**config.mk**
```make
export PLATFORM = sky130hd
export DESIGN_NAME = timer_peripheral
export DESIGN_NICKNAME = d
export VERILOG_FILES = /design/src/rtl/timer_peripheral.sv
export SDC_FILE = /design/constraint.sdc
export NUM_CORES = 1
export LEC_CHECK = 0
export ABC_AREA = 1
export CAP_MARGIN = 25
export CELL_PAD_IN_SITES_DETAIL_PLACEMENT = 1
export CELL_PAD_IN_SITES_GLOBAL_PLACEMENT = 1
export CORE_MARGIN = 5
export CORE_UTILIZATION = 30
export CTS_CLUSTER_DIAMETER = 120
export CTS_CLUSTER_SIZE = 10
export DETAILED_ROUTE_END_ITERATION = 10
export GPL_TIMING_DRIVEN = 0
export HOLD_SLACK_MARGIN = 0.1
export PLACE_DENSITY = 0.62
export SLEW_MARGIN = 5
export SYNTH_ARGS = -nofsm -noshare
export SYNTH_HDL_FRONTEND = slang
export SYNTH_SLANG_ARGS = --single-unit
```
**constraint.sdc**
```tcl
create_clock -name clk -period 1.97 [get_ports clk]
set_input_delay 0.197 -clock clk [delete_from_list [all_inputs] [get_ports clk]]
set_output_delay 0.197 -clock clk [all_outputs]
set_load 0.01 [all_outputs]
```
**src/rtl/timer_peripheral.sv**
```systemverilog
// Memory-mapped timer/SYSTICK/irq block on the data side of MEM; reads return one cycle after the access.
// Always ready: every hit access completes at the clock edge with no backpressure.
module timer_peripheral #(
  parameter logic [31:0] BASE_ADDR = 32'h4000_0000
) (
  input  logic        clk,
  input  logic        reset,
  input  logic        mem_read,
  input  logic        mem_write,
  input  logic [31:0] addr,
  input  logic [31:0] wdata,
  output logic [31:0] rdata,
  output logic        hit,
  output logic        irq
);

  localparam logic [2:0] OFF_TH      = 3'd0;
  localparam logic [2:0] OFF_TL      = 3'd1;
  localparam logic [2:0] OFF_TCON    = 3'd2;
  localparam logic [2:0] OFF_SYSTICK = 3'd5;

  logic [31:0] th_q, th_d;
  logic [31:0] tl_q, tl_d;
  logic [2:0]  tcon_q, tcon_d;
  logic [31:0] systick_q, systick_d;
  logic [31:0] rdata_q, rdata_d;

  logic [2:0] off;
  logic       wr_en;
  logic       rd_en;
  logic       ovf;
  logic       unused_bits;

  assign hit         = (addr[31:5] == BASE_ADDR[31:5]);
  assign off         = addr[4:2];
  assign wr_en       = mem_write & hit;
  assign rd_en       = mem_read & hit;
  assign ovf         = tcon_q[0] & (tl_q == 32'hFFFF_FFFF);
  assign unused_bits = ^{addr[1:0], wdata[31:3]};

  always_comb begin
    th_d      = th_q;
    tl_d      = tl_q;
    tcon_d    = tcon_q;
    systick_d = systick_q + 32'd1;
    rdata_d   = 32'd0;

    if (tcon_q[0]) begin
      tl_d = ovf ? th_q : tl_q + 32'd1;
    end

    if (wr_en) begin
      case (off)
        OFF_TH:   th_d   = wdata;
        OFF_TL:   tl_d   = wdata;
        OFF_TCON: tcon_d = wdata[2:0];
        default:  ;
      endcase
    end

    // Hardware status set is applied after the software write so it wins a same-edge collision.
    if (ovf && tcon_q[1]) begin
      tcon_d[2] = 1'b1;
    end

    if (rd_en) begin
      case (off)
        OFF_TH:      rdata_d = th_q;
        OFF_TL:      rdata_d = tl_q;
        OFF_TCON:    rdata_d = {29'd0, tcon_q};
        OFF_SYSTICK: rdata_d = systick_q;
        default:     rdata_d = 32'd0;
      endcase
    end
  end

  always_ff @(posedge clk or negedge reset) begin
    if (!reset) begin
      th_q      <= 32'd0;
      tl_q      <= 32'd0;
      tcon_q    <= 3'd0;
      systick_q <= 32'd0;
      rdata_q   <= 32'd0;
    end else begin
      th_q      <= th_d;
      tl_q      <= tl_d;
      tcon_q    <= tcon_d;
      systick_q <= systick_d;
      rdata_q   <= rdata_d;
    end
  end

  assign rdata = rdata_q;
  assign irq   = tcon_q[1] & tcon_q[2];

endmodule

```
# Yosys cells after proc, flatten, opt, wreduce, memory -nomap -nowiden

Index checks and enable logic that the tools add are counted.

Output and inout port bits: 34
Logic and storage cells: 33
Bits in registers: 131
Input bits: 68

Mux-type cells: 9
Bitwise gates (word level): 4
Eq/ne operators: 5
Add/sub/neg operators: 2
Reduce and logical (&&, ||, !) cells: 7

Operator list:

| cell                  | number |
|---|---|
| $mux 32               | 5 |
| $pmux 32 s4           | 1 |
| $add 32x1->32 const B | 2 |
| $eq 32x32->1 const B  | 1 |
| $eq 27x26->1 const B  | 1 |
| $mux 3                | 2 |
| $reduce_and 2->1      | 3 |
| $and 1x1->1           | 4 |
| $reduce_bool 2->1     | 2 |
| $eq 3x1->1 const B    | 1 |
| $eq 3x2->1 const B    | 1 |
| $eq 3x3->1 const B    | 1 |
| $logic_not 3->1       | 1 |
| $logic_and 1x1->1     | 1 |
| $mux 1                | 1 |

# Longest topological paths before layout

Gate-level depths: netlist (run 1).

Depth after elaboration: 6
Depth in mapped cells: 11
Mapped depth without buffers: 11

# Least setup slack after synthesis (run 1)

Ideal clock, no wire load.

Path kind: register -> register
From: register tl_q[0]
To: register tl_q[0]
Buffers on the path: 2
Path slack: 0.243 ns
Required time: 1.893 ns
Cell stages (with the launch flop): 12
Arrival: 1.650 ns
Clock period less this slack: 1.727 ns
Setup time: 0.077 ns
Cell sequence: dfrtp_1 > ha_1 > nand2_1 > nor2_4 > nand2_4 > nor2_8 > nand3_2 > buf_6 > buf_6 > nand2_1 > nand3_1 > a21oi_1

Word-level cells in the longest chain between the ends: 6
Elaborated cells on any way between the ends: 7
Classes of those cells: add/sub: 1; eq/ne: 1; mux: 4; bitwise: 1

Ends and longest elaborated chain:

| item                                                                  | line | RTL |
|---|---|---|
| from (decl)                                                           | 23   | `logic [31:0] tl_q, tl_d;` |
| from (signal assigned)                                                | 86   | `tl_q <= tl_d;` |
| parallel branches: the longest is 3 deep, another holds $add 32x1->32 | n/a  |  |
| $mux 32 *                                                             | 48   | `if (tcon_q[0]) begin` |
| $mux 32                                                               | 53   | `case (off)` |
| $mux 32 *                                                             | 52   | `if (wr_en) begin` |
| net tl_d[0]                                                           | 23   |  |

Mark *: on every way through the listed nets, which the timed path passes.
A chain may end at the register's enable or synchronous reset.

# Worst setup path in the final report (run 1)

From: register tl_q[6]
To: register tl_q[0]

Word-level cells in the longest chain between the ends: 6

Ends and longest elaborated chain:

| item           | line | RTL |
|---|---|---|
| $eq 32x32->1 * | 38   | `assign ovf = tcon_q[0] & (tl_q == 32'hFFFF_FFFF);` |
| $and 1x1->1 *  | 38   |  |
| $mux 32 *      | 49   | `tl_d = ovf ? th_q : tl_q + 32'd1;` |
| $mux 32 *      | 48   |  |
| $mux 32        | 53   |  |
| $mux 32 *      | 52   |  |
| net tl_d[0]    | 23   |  |

Mark *: on every way through the listed nets, which the timed path passes. The rest lies on a longest branch.

==> reports/summary.txt, run 1 <==
status: finished clean
post-synthesis adder-cell area fraction: 0.323%
Worst R2R Start: tl_q[6]
worst vdd ir: 0.000310 V
post-DP HPWL: 23.6 mm
Post-DRT Antenna Nets: 0
Slew Viols, Final: 0
slew margin rel.: 55.6%
Netlist cell types: 33
Iteration-0 DRC Markers: 486
Reg area: 3300 sq um
WL per Instance: 18.9 microns
PortBufs: 99
Max Root-Sink Buffers: 2
kind of critical path: flop to flop
Final Hold Viols: 0
GRT Util Overall: 21.3%
Mapped Area: 7760 sq um
Critical Path AT: 2.22 ns
Inst Count DP: 1564
Non-Filler Instances: 1602
vias per cell: 4.91
sequential area share after synthesis: 42.3%
Synth Area in Compound Gates: 6.45%
root buffer cell: clkbuf_16
Worst Skew: 0.0115 ns
clk sinks: 131
synthesized area per cell: 6.84 sq um
Critical Path End Type: flop
Least-Margin Pin Slew: 0.667 ns
DRC violations left: 0
Finished Core Util: 39.4%
Worst Path Max Fanout: 10
Max-cap violations: 0
most frequent cells in the layout: nand2_1 (378), nor2_1 (140), inv_1 (130)
clock-pin slew of the registers on the worst-case setup and hold paths: 0.07 ns
via count: 7859
Die ar.: 29200 sq um
num ports: 102
Area Growth Syn to Fin: 28.6%
H-tree levels: 4
fin nets: 1329
commonest non-fill, non-tap cell in the layout: nand2_1
crit-path max cell delay: 0.50 ns
Antenna Cells: 0
first-pass GRT wire length: 47.7 mm
drt total wl: 30.3 mm
largest family of logic cells by synthesized area: simple AND/OR/NAND/NOR gates
Synthesized Nets: 1204
Die Width: 171 microns
layout cells sized above 1: 8.73%
crit-path cells: nand2_1, nor2_2, nand2_4, nor2_8, nand3_2, buf_6, buf_6, nand2_1, nand3_1, a21oi_1
CP max-delay cell: dfrtp_1
final worst-path cycle share: 95.3%
grt total ovfl: 0
YS warnings: 0
CTS tree: done
XOR/XNOR Fraction of Synth Area: 3.95%
post-route setup TNS: 0 ns
WP data required: 2.32 ns
largest net degree at the start of global routing: 84
fmax: 533 MHz
initial antenna violation count: 0
Final WS setup: 0.0930 ns
Cells after Synth: 1134
core area: 25300 sq um
multi-input logic area: 3880 sq um
Die H: 171 microns
TritonCTS buffer count: 17
clk_lat worst skew: 0.43 ns
PD cells: 616 nW/um^2
Layout fillers: 3209
RSZ-0062 raised after global routing: yes
critical path launch point type: flop
site row count: 58
worst path buffer plus inverter count: 2
GP Congestion: 0.878
Initial DRT Pass Iterations: 5
Post-Synth Simple-Gate Area: 37.9%
worst slack, placed: -0.919 ns
mux share of post-synthesis cell area: 0%
Hold Crit Class: primary input to async pin
starting density of the core: 30.6%
vias in the first global route: 8303
Static Leakage: 5.26 nW
final setup violation count: 0
CP Launch Point: tl_q[6]
Crit path max-delay family: simple AND/OR/NAND/NOR gates
Final min period: 1.88 ns
Seq cells post-synth: 131
total power: 6.14 mW
==> flip-flops by register name, indices dropped and copies added (netlist names) <==
register / flops
tl_q: 32
systick_q: 32
tcon_q: 3
th_q: 32
rdata: 32
==> worst paths after layout <==
| path | to | slack [ns] | cells after the start |
|---|---|---|---|
| min reg2reg | th_q[11] | 0.48 | 2 |
| min | rdata[3] | 0.28 | 2 |
| max in group asynchronous | tl_q[17] | 0.86 | 3 |
| max | tl_q[0] | 0.09 | 10 |
| min in group clk | th_q[13] | 0.36 | 3 |
| max reg2reg | tl_q[0] | 0.09 | 10 |
==> cells in the mapped netlist <==
| cell type | instances | share of area (%) |
|---|---|---|
| buf_6 | 2 | 0.29 |
| a221oi_1 | 3 | 0.34 |
| inv_2 | 2 | 0.097 |
| nor2_1 | 150 | 7.3 |
| buf_1 | 2 | 0.097 |
| nor3_1 | 15 | 0.97 |
| nand4_1 | 42 | 3.4 |
| a22oi_1 | 2 | 0.19 |
| nor2_2 | 1 | 0.081 |
| nand2_1 | 381 | 18 |
| nor2_4 | 1 | 0.15 |
| clkbuf_1 | 31 | 1.5 |
| o22ai_1 | 8 | 0.65 |
| ha_1 | 2 | 0.32 |
| dfrtp_1 | 131 | 42 |
| o21a_1 | 1 | 0.097 |
| nand3_1 | 93 | 6.0 |
| xor2_1 | 24 | 2.7 |
| nor2_8 | 1 | 0.26 |
| nor3b_2 | 1 | 0.16 |
| a41oi_1 | 1 | 0.11 |
| inv_1 | 130 | 6.3 |
| a31oi_1 | 18 | 1.5 |
| nand3b_1 | 7 | 0.68 |
| a21oi_1 | 41 | 2.6 |
| nor4_1 | 3 | 0.24 |
| nand2_4 | 1 | 0.15 |
| clkinv_1 | 2 | 0.097 |
| o21bai_1 | 2 | 0.19 |
| nand3_2 | 1 | 0.13 |
| buf_2 | 12 | 0.77 |
| o21ai_0 | 12 | 0.77 |
| xnor2_1 | 11 | 1.2 |
==> layer usage <==
| layer | track usage, % | wire length (microns) | share of wire, % |
|---|---|---|---|
| met5 | 0 | 0 | 0 |
| met4 | 5.92 | 588 | 1.9 |
| met3 | 3.28 | 1230 | 4.1 |
| met2 | 35.0 | 14100 | 47 |
| met1 | 29.3 | 14400 | 47 |
==> area by class of cell <==
| cell class | count | area share, % |
|---|---|---|
| Multi-Input combinational cell | 822 | 38.9 |
| Sequential cell | 131 | 33.0 |
| Timing Repair Buffer | 110 | 11.0 |
| Inverter | 134 | 5.08 |
| Clock buffer | 18 | 4.40 |
| Tap cell | 330 | 4.14 |
| Buffer | 43 | 2.14 |
| Clock inverter | 14 | 1.29 |
==> per-stage QoR <==
step | hold slack, ns | instance area (sq um)
6_report | 0.278 | 9980
5_1_grt | 0.326 | 9980
4_1_cts | 0.291 | 9870
3_5_place_dp | 0.173 | 9190
3_3_place_gp | 0.458 | 9160
2_1_floorplan | -0.0986 | 7760
==> where the power goes <==
part | internal, mW | leakage [nW] | switching [mW]
clock network | 1.78 | 0.273 | 1.36
registers | 2.69 | 1.64 | 0.00000121
logic | 0.145 | 3.35 | 0.168
==> repair_timing <==
item	CTS	global route
pin swaps	3	1
setup buffers	8	1
hold buffers	1	0
setup endpoints to repair	86	66
gates resized for setup	19	46
hold endpoints to repair	48	0
==> logic make-up after synthesis <==
logic type / count (synthesis)
fa+ha+maj: 2
compound gates: 88
xor+xnor: 35
buf+inv: 181
flops: 131
simple gates: 697
Power figures use the tool's default switching activity.
==> inputs of run 2 (changes only) <==
Settings changed: CORE_MARGIN 5 to 1.5, SLEW_MARGIN 5 to not set.
==> run 2 against run 1 <==
  * Maximum frequency decreased by 1.2%
  * Critical path depth increased by 1
  * Global-route usage increased by 2.1 points
  * Via count increased by 0.78%
  * Worst setup slack got worse by 0.022 ns
  * Critical endpoint is now tl_q[2]
  * Sequential share of layout area decreased by 0.40 points
  * Highest routed layer unchanged
  * Sequential power about the same
  * Register-to-register slack got worse by 0.02 ns
  * Power increased by 0.85%
  * Utilization increased by 0.67 points
==> reports/summary.txt, run 2 (synthesis results as in run 1) <==
via count: 7920
Max Root-Sink Buffers: 2
Slew Viols, Final: 0
clk_lat worst skew: 0.43 ns
Die ar.: 26800 sq um
Antenna Cells: 0
fin nets: 1339
critical path launch point type: flop
post-DP HPWL: 23.2 mm
Hold Crit Class: primary input to async pin
Least-Margin Pin Slew: 0.697 ns
starting density of the core: 30.7%
layout cells sized above 1: 10.1%
Critical Path End Type: flop
Final Hold Viols: 0
slew margin rel.: 53.5%
root buffer cell: clkbuf_16
worst vdd ir: 0.000463 V
final setup violation count: 0
Die Width: 164 microns
GP Congestion: 0.877
PD cells: 612 nW/um^2
most frequent cells in the layout: nand2_1 (376), nor2_1 (139), inv_1 (129)
CP Launch Point: tl_q[1]
Static Leakage: 5.32 nW
num ports: 102
Critical Path AT: 2.23 ns
fmax: 527 MHz
DRC violations left: 0
status: finished clean
vias per cell: 4.92
Non-Filler Instances: 1611
initial antenna violation count: 0
grt total ovfl: 0
Final Instance Area: 10100 sq um
core area: 25300 sq um
clk sinks: 131
commonest non-fill, non-tap cell in the layout: nand2_1
final worst-path cycle share: 96.4%
Finished Core Util: 40.1%
Max-cap violations: 0
Post-DRT Antenna Nets: 0
Final min period: 1.90 ns
clock-pin slew of the registers on the worst-case setup and hold paths: 0.06 ns
Worst R2R Start: tl_q[1]
largest net degree at the start of global routing: 70
Area Growth Syn to Fin: 30.4%
TritonCTS buffer count: 17
first-pass GRT wire length: 46.7 mm
Initial DRT Pass Iterations: 4
Worst Path Max Fanout: 10
WL per Instance: 18.7 microns
kind of critical path: flop to flop
GRT Util Overall: 23.4%
PortBufs: 99
multi-input logic area: 3910 sq um
Placed Area: 9190 sq um
drt total wl: 30.1 mm
H-tree levels: 4
Die H: 164 microns
Worst Skew: 0.0112 ns
Reg area: 3300 sq um
CTS tree: done
WP data required: 2.31 ns
vias in the first global route: 7904
Inst Count DP: 1564
Iteration-0 DRC Markers: 479
site row count: 58
Layout fillers: 3167
[run 2: cell count changes in the layout (fill, tap and decap cells not counted), moves of 2 or more]
cell / previous run / this run
nand2_1: 378 / 376
dfrtp_1: 116 / 111
clkinv_4: 4 / 1
dfrtp_2: 15 / 20
inv_6: 3 / 5
nand2_2: 3 / 5
buf_12: 0 / 2
buf_4: 9 / 17
nor2_4: 4 / 6
[run 2: layer usage]
layer | global-route usage, % | share of wire (%) | vias up
li1 | - | - | 3878
met1 | 32.9 | 48 | 3835
met2 | 37.1 | 46 | 180
met3 | 3.96 | 4.7 | 27
met4 | 5.91 | 1.5 | 0
met5 | 0 | 0 | -
[run 2: final timing paths]
kind                       slack [ns]           end  cells after the start
max reg2reg                      0.07       tl_q[2]                     11
min                              0.35  systick_q[3]                      2
min in group clk                 0.36       th_q[6]                      3
max                              0.07       tl_q[2]                     11
min reg2reg                      0.47      th_q[11]                      2
max in group asynchronous        0.84      tl_q[29]                      3
[run 2: report_power, final]
group	switching [mW]	total (mW)	internal, mW
combinational	0.169	0.315	0.145
clock	1.32	3.19	1.87
sequential	0.00000123	2.69	2.69
[run 2: area by class of cell]
type	count	area share, %
multi-input cells	822	38.7
well taps	330	4.08
clock inverters	14	1.51
plain buffers	45	2.35
clock buffers	17	4.20
flip-flops and latches	131	32.6
inverters	134	5.01
repair buffers	118	11.5
[run 2: through the flow]
stage	setup TNS (ns)	power, mW	worst slack, ns	hold slack, ns
2_1_floorplan	0	2.80	0.243	-0.0986
3_3_place_gp	-711.58	3.05	-4.95	0.457
3_5_place_dp	-69.26	3.05	-0.957	0.247
4_1_cts	0	6.28	0.000855	0.351
5_1_grt	-0.0702	6.42	-0.0243	0.373
6_report	0	6.19	0.0711	0.345
[run 2: repair_timing]
| action | CTS | global route |
|---|---|---|
| setup endpoints to repair | 87 | 71 |
| buffers inserted | 10 | 7 |
| resized for setup | 23 | 61 |
| pin swaps | 3 | 8 |
| hold buffers | 1 | 0 |
| endpoints found under the hold margin | 62 | 0 |
[run 2: worst max-delay path: stages (launching register included)]
cell	delay, ns
dfrtp_2	0.42
ha_4	0.17
nand2_2	0.06
nor2_4	0.16
nand2_4	0.11
nor2_8	0.18
nand3_4	0.10
buf_12	0.16
buf_6	0.14
nand2_1	0.06
nand3_1	0.06
a21oi_1	0.19
